==> src/rtl/store_burst_ctrl.sv <==
`timescale 1ns/1ps
// store_burst_ctrl
// Sequences one accumulator store. It loads the store-data mux register word by
// word through store_data_reg_wr_en/sel_store_data and issues one AXI4 INCR write
// burst (AW, then W beats 0..len, then B) on the m_axi_memory_bus master port.
//
// Ports
//   clk, rst                 clock, asynchronous active-high reset
//   start_i                  command strobe, sampled only when idle
//   base_addr_i, len_i       burst start address, beat count minus one
//   busy_o, done_o, err_o    status: active, completion pulse, BRESP[1] of last burst
//   store_data_reg_wr_en     load enable for the WDATA mux register
//   sel_store_data           accumulator word index for that mux
//   m_axi_memory_bus_*       AXI4 write address / write data / write response channels
module store_burst_ctrl #(
    parameter int unsigned AXI_WIDTH_ID = 4,
    parameter int unsigned AXI_WIDTH_AD = 32,
    parameter int unsigned AXI_WIDTH_DA = 32,
    parameter int unsigned AXI_WIDTH_DS = AXI_WIDTH_DA / 8
) (
    input  logic                    clk,
    input  logic                    rst,
    input  logic                    start_i,
    input  logic [AXI_WIDTH_AD-1:0] base_addr_i,
    input  logic [4:0]              len_i,
    output logic                    busy_o,
    output logic                    done_o,
    output logic                    err_o,
    output logic                    store_data_reg_wr_en,
    output logic [4:0]              sel_store_data,
    output logic [AXI_WIDTH_ID-1:0] m_axi_memory_bus_AWID,
    output logic [AXI_WIDTH_AD-1:0] m_axi_memory_bus_AWADDR,
    output logic [7:0]              m_axi_memory_bus_AWLEN,
    output logic [2:0]              m_axi_memory_bus_AWSIZE,
    output logic [1:0]              m_axi_memory_bus_AWBURST,
    output logic                    m_axi_memory_bus_AWVALID,
    input  logic                    m_axi_memory_bus_AWREADY,
    output logic [AXI_WIDTH_DS-1:0] m_axi_memory_bus_WSTRB,
    output logic                    m_axi_memory_bus_WLAST,
    output logic                    m_axi_memory_bus_WVALID,
    input  logic                    m_axi_memory_bus_WREADY,
    input  logic [AXI_WIDTH_ID-1:0] m_axi_memory_bus_BID,
    input  logic [1:0]              m_axi_memory_bus_BRESP,
    input  logic                    m_axi_memory_bus_BVALID,
    output logic                    m_axi_memory_bus_BREADY
);

    localparam int unsigned LEN_W     = 5;
    localparam int unsigned AXSIZE    = $clog2(AXI_WIDTH_DS);

    typedef enum logic [2:0] {
        S_IDLE,
        S_AW,
        S_LOAD,
        S_W,
        S_RESP
    } state_t;

    state_t                  state_q, state_d;
    logic [LEN_W-1:0]        beat_q, beat_d;
    logic [LEN_W-1:0]        len_q, len_d;
    logic [AXI_WIDTH_AD-1:0] addr_q, addr_d;
    logic                    err_q, err_d;
    logic                    done_q, done_d;
    logic                    wr_en_c;
    logic [LEN_W-1:0]        sel_c;
    logic                    last_beat;

    // BID and BRESP[0] carry no information for this block.
    logic unused_b;
    assign unused_b = ^{m_axi_memory_bus_BID, m_axi_memory_bus_BRESP[0]};

    assign last_beat = (beat_q == len_q);

    // State and datapath registers.
    always_ff @(posedge clk or posedge rst) begin
        if (rst) begin
            state_q <= S_IDLE;
            beat_q  <= '0;
            len_q   <= '0;
            addr_q  <= '0;
            err_q   <= 1'b0;
            done_q  <= 1'b0;
        end else begin
            state_q <= state_d;
            beat_q  <= beat_d;
            len_q   <= len_d;
            addr_q  <= addr_d;
            err_q   <= err_d;
            done_q  <= done_d;
        end
    end

    // Next-state and mux-register control.
    always_comb begin
        state_d = state_q;
        beat_d  = beat_q;
        len_d   = len_q;
        addr_d  = addr_q;
        err_d   = err_q;
        done_d  = 1'b0;
        wr_en_c = 1'b0;
        sel_c   = beat_q;

        unique case (state_q)
            S_IDLE: begin
                if (start_i) begin
                    state_d = S_AW;
                    addr_d  = base_addr_i;
                    len_d   = len_i;
                    beat_d  = '0;
                    err_d   = 1'b0;
                end
            end
            S_AW: begin
                if (m_axi_memory_bus_AWREADY) begin
                    state_d = S_LOAD;
                end
            end
            S_LOAD: begin
                // Preload word 0 so WDATA is valid on the first W cycle.
                wr_en_c = 1'b1;
                state_d = S_W;
            end
            S_W: begin
                if (m_axi_memory_bus_WREADY) begin
                    if (last_beat) begin
                        state_d = S_RESP;
                    end else begin
                        // Load the next word in the same cycle the current one is taken.
                        wr_en_c = 1'b1;
                        sel_c   = LEN_W'(beat_q + LEN_W'(1));
                        beat_d  = LEN_W'(beat_q + LEN_W'(1));
                    end
                end
            end
            S_RESP: begin
                if (m_axi_memory_bus_BVALID) begin
                    err_d   = m_axi_memory_bus_BRESP[1];
                    done_d  = 1'b1;
                    state_d = S_IDLE;
                end
            end
            default: begin
                state_d = S_IDLE;
            end
        endcase
    end

    assign busy_o                   = (state_q != S_IDLE);
    assign done_o                   = done_q;
    assign err_o                    = err_q;
    assign store_data_reg_wr_en     = wr_en_c;
    assign sel_store_data           = sel_c;

    assign m_axi_memory_bus_AWID    = '0;
    assign m_axi_memory_bus_AWADDR  = addr_q;
    assign m_axi_memory_bus_AWLEN   = {3'b000, len_q};
    assign m_axi_memory_bus_AWSIZE  = 3'(AXSIZE);
    assign m_axi_memory_bus_AWBURST = 2'b01;
    assign m_axi_memory_bus_AWVALID = (state_q == S_AW);
    assign m_axi_memory_bus_WSTRB   = '1;
    assign m_axi_memory_bus_WVALID  = (state_q == S_W);
    assign m_axi_memory_bus_WLAST   = (state_q == S_W) && last_beat;
    assign m_axi_memory_bus_BREADY  = (state_q == S_RESP);

endmodule

==> config.mk <==
export PLATFORM = sky130hd
export DESIGN_NAME = store_burst_ctrl
export DESIGN_NICKNAME = d
export VERILOG_FILES = /design/src/rtl/store_burst_ctrl.sv
export SDC_FILE = /design/constraint.sdc
export NUM_CORES = 1
export LEC_CHECK = 0
export CAP_MARGIN = 0
export CORE_MARGIN = 1
export CORE_UTILIZATION = 39
export DETAILED_ROUTE_END_ITERATION = 16
export HOLD_SLACK_MARGIN = 0.06
export PLACE_DENSITY = 0.79
export SYNTH_ARGS = -nofsm -noshare
export SYNTH_HDL_FRONTEND = slang
export SYNTH_SLANG_ARGS = --single-unit
==> constraint.sdc <==
create_clock -name clk -period 2.05 [get_ports clk]
set_input_delay 0.41 -clock clk [delete_from_list [all_inputs] [get_ports clk]]
set_output_delay 0.41 -clock clk [all_outputs]
set_load 0.02 [all_outputs]
# ---- Word level (Yosys, flattened, before mapping)
# Cells that the tools add are included.
dict set report totals {
  inputBits 49
  word_cells 45
  output_inout_bits 66
  reg_bits 47
}
dict set report classes {
  addsub 1
  n_eq_ne 10
  mux 19
  reduce_logical 9
}
# operator n
set ops {}
lappend ops {{5-bit 2-to-1 mux} 4}
lappend ops {{3-bit 2-to-1 mux} 5}
lappend ops {{3-bit case mux with 5 select lines} 1}
lappend ops {{5-bit case mux with 2 select lines} 1}
lappend ops {{3-bit by 2-bit == test with 1-bit output (second input constant)} 2}
lappend ops {{1-bit 2-to-1 mux} 6}
lappend ops {{2-bit by 1-bit inequality test with 1-bit output (second input constant)} 3}
lappend ops {{5-bit by 1-bit adder with 5-bit output (second input constant)} 1}
lappend ops {{5-bit == test} 1}
lappend ops {{5-bit AND reduction} 1}
lappend ops {{2-bit inequality test (second input constant)} 2}
lappend ops {{1-bit case mux with 2 select lines} 2}
lappend ops {{2-bit AND reduction} 2}
lappend ops {{2-bit nonzero test} 2}
lappend ops {{3-bit by 1-bit == test with 1-bit output (second input constant)} 1}
lappend ops {{3-bit == test (second input constant)} 1}
lappend ops {{3-bit zero test} 1}
lappend ops {{3-bit AND reduction} 1}
lappend ops {{3-bit nonzero test} 1}
lappend ops {{1-bit logical AND} 1}

# ---- Logic depth before layout (Yosys ltp)
# Gate-level depths: netlist of the first run.
dict set report depth {
  word_depth 4
  ltp_mapped 7
  depth_no_buf 4
}

# ---- Worst setup path after synthesis of the first run
# Ideal clock, no wire load.
dict set report synth_path {
  kind {reg-to-output}
  startpoint {register state_q[0]}
  endpoint {output port sel_store_data[1]}
  slack_ns -0.005
  required_ns 1.640
  arrival_ns 1.645
  path_buffers 2
  stages_incl_launch_ff 6
  path_cell_list {dfrtp_1 > buf_2 > and3b_1 > clkbuf_1 > o211a_1 > mux2_2}
}
dict set report synth_via {
  elab_chain_cells 2
}
# item line
set synth_rtl {}
lappend synth_rtl {{start, declared} 59} ;# state_t state_q, state_d;
lappend synth_rtl {{start signal, assigned} 85} ;# state_q <= state_d;
lappend synth_rtl {{3-bit by 2-bit == test with 1-bit output} --}
lappend synth_rtl {{via m_axi_memory_bus_WVALID} 40} ;# output logic m_axi_memory_bus_WVALID,
lappend synth_rtl {{5-bit 2-to-1 mux} 105} ;# unique case (state_q)
lappend synth_rtl {{end, declared} 30} ;# output logic [4:0] sel_store_data,
# The timed path passes the listed nets, and every way through them passes these cells.

# ---- Worst setup path in the final report of the first run
dict set report layout_path {
  startpoint {register beat_q[0]}
  endpoint {output port sel_store_data[1]}
}
dict set report layout_via {
  elab_chain_cells 4
  word_cells_on_any_way 5
  cone_classes {add/sub (1); eq/ne (1); mux (3)}
}
# item line
set layout_rtl {}
lappend layout_rtl {{start, declared} 60} ;# logic [LEN_W-1:0] beat_q, beat_d;
lappend layout_rtl {{start signal, assigned} 86} ;# beat_q <= beat_d;
lappend layout_rtl {{5-bit by 1-bit adder with 5-bit output / 5-bit == test (equally long branches)} {132, 73}}
lappend layout_rtl {{5-bit 2-to-1 mux * (2 in a row)} --}
lappend layout_rtl {{5-bit 2-to-1 mux *} 105}
# Mark *: on every way between the ends. The rest lies on a longest branch, timed or not.

==> results.toml, run 1 <==
[clock_network]
cts_hold_buffers = 0
total_clock_buffers_created_by_cts = 5
cts_root_buffer = "clkbuf_8"
clock_path_buffers = 2
tritoncts = "yes"
clkSinkCount = 47
clk_latency_worst_skew_pair_ns = 0.29
cts.clk_slew.worst_paths_ns = 0.08
htree_levels = 2

[logic_synthesis]
syn_area_um2 = 2200
number_of_warnings_printed_during_yosys_synthesis = 0
synthArstFlopShare_pct = 100
synth_seq_cells = 47
synth_enable_flop_cells = 0
ys.flop_type = "dfrtp_1"
syn_avg_cell_area_um2 = 9.11
synth_area_leaders = "dfrtp_1 53%, nand2_1 20%, buf_4 6.8%"
yosys.cell_types.count = 32
netlist.area_leader.share_pct = 53.3
synth_seq_area_share_pct = 53.3
netlist.top_cell.by_area = "dfrtp_1"
synthesis.instances = 242

[timing]
setup-tns-final_ns = -0.557
clock_skew_ns = 0.00510
period_share_pct = 106
clock.fmax_ghz = 0.459
setup_viol_count_final = 7
period_needed_ns = 2.18
rsz_0062_raised_after_global_routing = "true"
worst_hold_slack_ns = 0.413
slew_viol_final = 0
final-hold-violation-count = 0
setup_slack_ns = -0.130

[cells_and_area]
finish.instance_area_um2 = 3530
final_layout_size_suffix_gt1_share_pct = 17.5
area_growth_syn_to_layout_pct = 60.3
most-common-layout-cells = "118 x nand2_1, 82 x clkdlybuf4s50_1, 47 x dfrtp_1"
final.fill_count = 472
diodes = 0
final-seq-area_um2 = 1180
finalNetCount = 414
footprint_of_the_multi_input_gates_um2 = 943
finish.utilization_pct = 64.6
final_cells = 437
mostFrequentLayoutCell = "nand2_1"

[drt]
routed_wirelength_mm = 5.25
routed_via_density = 4.44
first_iter_violations = 120
route.vias.total = 1940
post-route-drc-count = 0
detail_route.wl_per_cell_um = 12.0
ant_nets = 0
first_pass_iters = 4

[critical_path]
timing.critical_path.arrival_ns = 1.77
reg2reg_to = "m_axi_memory_bus_AWADDR[30]"
critPathCaptureType = "output pin"
worst_setup_path_start_kind = "flop"
reg2reg_depth = 6
cp.required_ns = 1.64
r2r_start = "state_q[1]"
setup.reg_to_reg.worst_slack_ns = 0.31
critPathKind = "flop to output pin"
crit_path_max_fo = 4

[global_route]
grt_start_max_net_pins = 44
first_global_vias = 1915
grt_first_pass_wirelength_mm = 8.83
antenna_violations_before_repair = 0
grt_overflow_total = 0
gr-usage-all-layers_pct = 18.8

[pwr]
power.net_switching_mw = 1.99
clock_power_share_pct = 10.5
p_int_mw = 3.10
share_seq_of_total_power_pct = 30.7
sw_share_pct = 39.1
share_of_power_burned_in_combinational_logic_pct = 58.8
totalPowerFinal_mw = 5.09
pd_cells_nw_per_um2 = 1440
irDropWorstVdd_mv = 0.853
power.leakage_nw = 1.76

[hold_path]
timing.hold.worst.class = "input port to async pin"

[placed_design]
placement.cell_area_um2 = 3290
placed_wire_length_estimate_mm = 3.52
gp_routability_congestion = 0.846
dp_cells = 421
placement.io_buffers = 93
place_ws_ns = -0.421

[floorplan]
row_count = 27
die_height_um = 77.2
die_width_um = 77.2
core-area_um2 = 5470
die_area_um2 = 5960
ios = 115
initial_utilization_pct = 40.3

[outcome]
failed_checks = "setup timing"
outcome = "complete, but fails checks"

[flow_run]
max-cap-violations = 0
## worst max-delay path, cell delays in order, from the launching register on
cell	delay, ns
dfrtp_1	0.42
xnor2_2	0.18
nand3_2	0.15
o211a_1	0.27
mux2_2	0.28
buf_2	0.16
## metal layers
| metal | vias to the layer above | GRT usage, % | wire [um] |
|---|---|---|---|
| li1 | 968 | - | - |
| met1 | 904 | 23.2 | 2180 |
| met2 | 60 | 31.8 | 2710 |
| met3 | 8 | 4.64 | 267 |
| met4 | 0 | 6.23 | 85 |
| met5 | - | 0 | 0 |
## cell families after synthesis
| family | count (synthesis) | synth area share (%) |
|---|---|---|
| fa+ha+maj | 1 | 0.567 |
| flops | 47 | 53.3 |
| compound gates | 11 | 3.69 |
| xor+xnor | 9 | 3.58 |
| simple gates | 133 | 24.6 |
| buf+inv | 32 | 10.6 |
| other cells | 2 | 0.341 |
| mux | 7 | 3.24 |
## how the worst max path moves through the flow
stage	start	end	slack, ns
2_1_floorplan	len_q[4]	sel_store_data[0]	0.14
3_3_place_gp	m_axi_memory_bus_WREADY	sel_store_data[4]	-0.38
3_5_place_dp	m_axi_memory_bus_WREADY	sel_store_data[4]	-0.42
4_1_cts	beat_q[0]	sel_store_data[1]	-0.12
5_1_grt	beat_q[0]	sel_store_data[1]	-0.20
6_report	beat_q[0]	sel_store_data[1]	-0.13
## repair_timing
item / CTS / global route
resized for setup: 55 / 7
endpoints found under the setup margin: 11 / 7
pin swaps: 12 / 4
setup buffers: 8 / 1
gates cloned: 0 / 0
## final cells by class
type,instances,area share [%]
repair buffers,128,34.7
flip-flops and latches,47,33.3
multi-input cells,177,26.7
well taps,72,2.55
clock buffers,7,2.16
inverters,5,0.531
clock inverters,1,0.142
## flip-flops by register name, summed over array words and instances, names as in the netlist
| register | count |
|---|---|
| m_axi_memory_bus_AWADDR | 32 |
| beat_q | 5 |
| len_q | 5 |
| state_q | 3 |
| done_o | 1 |
| err_o | 1 |
## Yosys cell counts, types with 2 or more instances
cell type and number:
nand2_1 119, dfrtp_1 47, buf_4 20, xnor2_1 8
mux2i_1 6, buf_6 5, inv_1 5, nor3b_1 3
a21oi_1 2, a311oi_1 2, conb_1 2, o2111ai_1 2
o21ai_0 2
## power groups by stage
| stage | Combinational, mW | Sequential, mW | Clock [mW] |
|---|---|---|---|
| 4_1_cts | 2.87 | 1.55 | 0.555 |
| 3_3_place_gp | 2.57 | 1.54 | 0 |
| 6_report | 2.99 | 1.56 | 0.532 |
| 2_1_floorplan | 0.828 | 1.99 | 0 |
| 5_1_grt | 3.20 | 1.61 | 0.593 |
| 3_5_place_dp | 2.63 | 1.55 | 0 |
Note: power is estimated with default switching activity, not from simulation.
==> run 2, diff against run 1 <==
--- a/config.mk
+++ b/config.mk
@@ -5,11 +5,11 @@
 export SDC_FILE = /design/constraint.sdc
 export NUM_CORES = 1
 export LEC_CHECK = 0
-export CAP_MARGIN = 0
 export CORE_MARGIN = 1
 export CORE_UTILIZATION = 39
 export DETAILED_ROUTE_END_ITERATION = 16
 export HOLD_SLACK_MARGIN = 0.06
+export MAX_ROUTING_LAYER = met4
 export PLACE_DENSITY = 0.79
 export SYNTH_ARGS = -nofsm -noshare
 export SYNTH_HDL_FRONTEND = slang
==> run 2 against run 1 <==
Against the previous run:
- the flow still finishes with violations (setup timing)
- total power about the same
- global-route usage increased by 0.54 points
- die area unchanged
- non-clock buffer count unchanged
- utilization unchanged
- critical path type unchanged
==> results.toml, run 2 (same netlist as run 1, synthesis figures left out) <==
[timing]
slew_viol_final = 0
final-hold-violation-count = 0
clock_skew_ns = 0.00510
worst_hold_slack_ns = 0.416
rsz_0062_raised_after_global_routing = "true"
setup_viol_count_final = 7
setup-tns-final_ns = -0.560
clock.fmax_ghz = 0.458
setup_slack_ns = -0.132
period_share_pct = 106
period_needed_ns = 2.18

[cells_and_area]
footprint_of_the_multi_input_gates_um2 = 943
finalNetCount = 414
final_layout_size_suffix_gt1_share_pct = 17.5
final-seq-area_um2 = 1180
most-common-layout-cells = "118 x nand2_1, 82 x clkdlybuf4s50_1, 47 x dfrtp_1"
largest_register_ffs = 32
final_cells = 437
diodes = 0
final.fill_count = 472
area_growth_syn_to_layout_pct = 60.3
mostFrequentLayoutCell = "nand2_1"
finish.instance_area_um2 = 3530

[critical_path]
cp_num_buf_inv = 1
critPathKind = "flop to output pin"
reg2reg_to = "m_axi_memory_bus_AWADDR[30]"
worst_path_dominant_cell_family = "flip-flops"
reg2reg_depth = 6
cp_cell_sequence = "xnor2_2 -> nand3_2 -> o211a_1 -> mux2_2 -> buf_2"
largest_stage_delay_on_the_critical_path_ns = 0.42
r2r_start = "state_q[1]"
crit_path_max_fo = 4
cp.required_ns = 1.64
timing.critical_path.arrival_ns = 1.77
slowest_library_cell_on_the_worst_path = "dfrtp_1"
worst_setup_path_start_kind = "flop"
setup.reg_to_reg.worst_slack_ns = 0.30
critPathCaptureType = "output pin"

[clock_network]
clk_latency_worst_skew_pair_ns = 0.29
tritoncts = "yes"
clkSinkCount = 47
clock_path_buffers = 2
htree_levels = 2
cts.clk_slew.worst_paths_ns = 0.08
cts_root_buffer = "clkbuf_8"
cts_hold_buffers = 0
total_clock_buffers_created_by_cts = 5

[floorplan]
core-area_um2 = 5470
initial_utilization_pct = 40.3
ios = 115
die_area_um2 = 5960
row_count = 27
die_width_um = 77.2
die_height_um = 77.2

[drt]
ant_nets = 0
routed_via_density = 4.44
first_pass_iters = 4
detail_route.wl_per_cell_um = 12.0
post-route-drc-count = 0
routed_wirelength_mm = 5.25
first_iter_violations = 121
route.vias.total = 1941

[pwr]
sw_share_pct = 39.0
totalPowerFinal_mw = 5.08
pd_cells_nw_per_um2 = 1440
share_seq_of_total_power_pct = 30.7
power.leakage_nw = 1.76
irDropWorstVdd_mv = 0.851
p_int_mw = 3.10
clock_power_share_pct = 10.4
power.net_switching_mw = 1.98
share_of_power_burned_in_combinational_logic_pct = 58.8

[placed_design]
dp_cells = 421
placement.io_buffers = 93
placement.cell_area_um2 = 3290
placed_wire_length_estimate_mm = 3.52
gp_routability_congestion = 0.859

[flow_run]
max-cap-violations = 0

[global_route]
antenna_violations_before_repair = 0
first_global_vias = 1915
grt_first_pass_wirelength_mm = 8.83
gr-usage-all-layers_pct = 19.3
grt_start_max_net_pins = 44
grt_overflow_total = 0

[hold_path]
timing.hold.worst.class = "input port to async pin"

[outcome]
failed_checks = "setup timing"
outcome = "complete, but fails checks"
==> run 2: cell counts in the layout (fill, tap and decap cells not counted) <==
No cell type changed its count.
==> run 2: power groups by stage <==
stage	Sequential, mW	Combinational (mW)	Clock, mW
5_1_grt	1.61	3.20	0.593
4_1_cts	1.55	2.87	0.555
3_5_place_dp	1.55	2.63	0
2_1_floorplan	1.99	0.828	0
3_3_place_gp	1.54	2.57	0
6_report	1.56	2.99	0.529
==> run 2: timing repair <==
action	CTS	global route
setup buffers	8	1
gates cloned	0	0
setup endpoints to repair	11	7
pin swaps	12	4
resized for setup	55	7
endpoints found under the hold margin	0	0
==> run 2: cell type report <==
class | count | area share [%]
repair buffers | 128 | 34.7
flip-flops and latches | 47 | 33.3
multi-input cells | 177 | 26.7
well taps | 72 | 2.55
clock buffers | 7 | 2.16
inverters | 5 | 0.531
clock inverters | 1 | 0.142
==> run 2: layer usage <==
metal  global-route usage [%]  vias up  share of wire, %
met5                        -        -                 0
met4                     6.23        0               1.6
met3                     4.52        8               4.8
met2                     31.8       62                52
met1                     23.3      903                41
li1                         -      968                 -
==> run 2: worst max-delay path by stage <==
stage / startpoint / cells past startpoint / end / slack (ns)
finish: beat_q[0] / 5 / sel_store_data[1] / -0.13
CTS: beat_q[0] / 5 / sel_store_data[1] / -0.12
global route: beat_q[0] / 5 / sel_store_data[1] / -0.20
detailed placement: m_axi_memory_bus_WREADY / 5 / sel_store_data[4] / -0.42
floorplan: len_q[4] / 4 / sel_store_data[0] / 0.14
global placement: m_axi_memory_bus_WREADY / 5 / sel_store_data[4] / -0.38
==> run 2: stage by stage <==
stage          worst slack, ns  utilization (%)
3_5_place_dp            -0.421             60.1
6_report                -0.132             64.6
4_1_cts                 -0.121             63.5
3_3_place_gp            -0.379             60.1
5_1_grt                 -0.200             64.6
2_1_floorplan            0.144                -
==> run 3, diff against run 2 <==
--- a/config.mk
+++ b/config.mk
@@ -5,6 +5,7 @@
 export SDC_FILE = /design/constraint.sdc
 export NUM_CORES = 1
 export LEC_CHECK = 0
+export CORE_ASPECT_RATIO = 1.5
 export CORE_MARGIN = 1
 export CORE_UTILIZATION = 39
 export DETAILED_ROUTE_END_ITERATION = 16
==> run 3 against run 2 <==
Against the previous run:
- the flow still finishes with violations (setup timing)
- clock-buffer cell count fell by 2
- final cell count fell by 0.92%
- utilization rose by 0.17 points
- first-iteration DRC count fell by 60%
- setup slack improved by 0.0067 ns
- non-clock buffer count fell by 2
- fmax rose by 0.31%
- combinational power fell by 4%
- sequential share of layout area barely moved
- clock skew fell by 0.00068 ns
- register-to-register slack barely moved
- hold slack got worse by 0.016 ns
- critical path type unchanged
- critical endpoint unchanged
- highest routed layer unchanged
==> results.toml, run 3 (same netlist as run 1, synthesis figures left out) <==
[outcome]
outcome = "complete, but fails checks"
failed_checks = "setup timing"

[global_route]
grt_overflow_total = 0
gr-usage-all-layers_pct = 19.0
first_global_vias = 1838
grt_first_pass_wirelength_mm = 8.51
antenna_violations_before_repair = 0
grt_start_max_net_pins = 44

[drt]
ant_nets = 0
first_pass_iters = 4
post-route-drc-count = 0
routed_wirelength_mm = 5.23
routed_via_density = 4.53
route.vias.total = 1960
first_iter_violations = 48
detail_route.wl_per_cell_um = 12.1

[cells_and_area]
diodes = 0
finish.utilization_pct = 64.8
largest_register_ffs = 32
mostFrequentLayoutCell = "nand2_1"
final_layout_size_suffix_gt1_share_pct = 17.4
finalNetCount = 412
most-common-layout-cells = "118 x nand2_1, 81 x clkdlybuf4s50_1, 47 x dfrtp_1"
area_growth_syn_to_layout_pct = 60.1
finish.instance_area_um2 = 3530

[clock_network]
htree_levels = 2
total_clock_buffers_created_by_cts = 5
cts.clk_slew.worst_paths_ns = 0.09
cts_root_buffer = "clkbuf_8"
clock_path_buffers = 2
tritoncts = "yes"
clkSinkCount = 47
clk_latency_worst_skew_pair_ns = 0.29

[timing]
final-hold-violation-count = 0
slew_viol_final = 0
worst_hold_slack_ns = 0.401
period_share_pct = 106
period_needed_ns = 2.18
rsz_0062_raised_after_global_routing = "true"
setup_viol_count_final = 4
clock.fmax_ghz = 0.460
clock_skew_ns = 0.00442
setup_slack_ns = -0.125

[critical_path]
setup.reg_to_reg.worst_slack_ns = 0.30
critPathCaptureType = "output pin"
slowest_library_cell_on_the_worst_path = "dfrtp_1"
r2r_start = "state_q[1]"
cp.required_ns = 1.64
critPathKind = "flop to output pin"
cp_cell_sequence = "xnor2_2 -> nand3_2 -> o211a_1 -> mux2_2 -> buf_2"
reg2reg_to = "err_o"
worst_setup_path_start_kind = "flop"
crit_path_start = "len_q[4]"
timing.critical_path.arrival_ns = 1.77
crit_path_max_fo = 4
largest_stage_delay_on_the_critical_path_ns = 0.42
reg2reg_depth = 6

[flow_run]
max-cap-violations = 0

[floorplan]
core-area_um2 = 5450
die_height_um = 94.1
die_width_um = 63.4
initial_utilization_pct = 40.4
die_area_um2 = 5960
row_count = 33
ios = 115

[pwr]
pd_cells_nw_per_um2 = 1470
power.leakage_nw = 1.74
irDropWorstVdd_mv = 0.886

[hold_path]
timing.hold.worst.class = "input port to async pin"

[placed_design]
placement.io_buffers = 93
placed_wire_length_estimate_mm = 3.70
placement.cell_area_um2 = 3290
gp_routability_congestion = 0.803
run 3: layout make-up:
cell class	instances	area (um2)
clock buffer	5	68.8
clock inverter	3	67.6
fill	473	1920
inverter	5	18.8
multi-input combinational	177	923
sequential	47	1180
tap	70	87.6
timing repair buffer	126	1190
run 3: per-stage QoR:
stage | std cells | setup slack, ns | power [mW] | setup TNS [ns]
floorplan | 256 | 0.144 | 2.82 | 0
global placement | 419 | -0.389 | 4.11 | -2.02
detailed placement | 419 | -0.445 | 4.17 | -2.25
CTS | 431 | -0.113 | 5.12 | -0.216
global route | 433 | -0.194 | 5.51 | -0.881
finish | 433 | -0.125 | 5.20 | -0.319
run 3: worst max-delay path by stage:
| stage | to | slack [ns] | cells after the start |
|---|---|---|---|
| 5_1_grt | sel_store_data[1] | -0.19 | 5 |
| 4_1_cts | sel_store_data[1] | -0.11 | 5 |
| 3_3_place_gp | sel_store_data[4] | -0.39 | 5 |
| 2_1_floorplan | sel_store_data[0] | 0.14 | 4 |
| 6_report | sel_store_data[1] | -0.13 | 5 |
| 3_5_place_dp | sel_store_data[4] | -0.44 | 5 |
run 3: per-layer routing:
metal / part of all wire, % / routed length [um] / global-route usage, %
met3: 4.4 / 231 / 3.40
met1: 40 / 2070 / 20.9
met2: 53 / 2780 / 32.8
met5: 0 / 0 / -
met4: 2.7 / 142 / 8.90
run 3: worst max-delay path, delay by kind of cell (launching register included):
| kind | cells | cell delay, ns |
|---|---|---|
| mux | 1 | 0.28 |
| compound gates | 1 | 0.29 |
| simple gates | 1 | 0.15 |
| flops | 1 | 0.42 |
| buf+inv | 1 | 0.16 |
| xor+xnor | 1 | 0.18 |
run 3: repair_timing:
action	in CTS	in global routing
pin swaps	8	8
gates cloned	0	0
setup buffers	4	2
endpoints found under the setup margin	11	7
resized for setup	53	6
hold buffers	0	0
run 3: report_power, final:
part | internal, mW | switching [mW] | leakage, nW
logic | 1.45 | 1.42 | 1.09
registers | 1.31 | 0.228 | 0.584
clock network | 0.486 | 0.301 | 0.0644
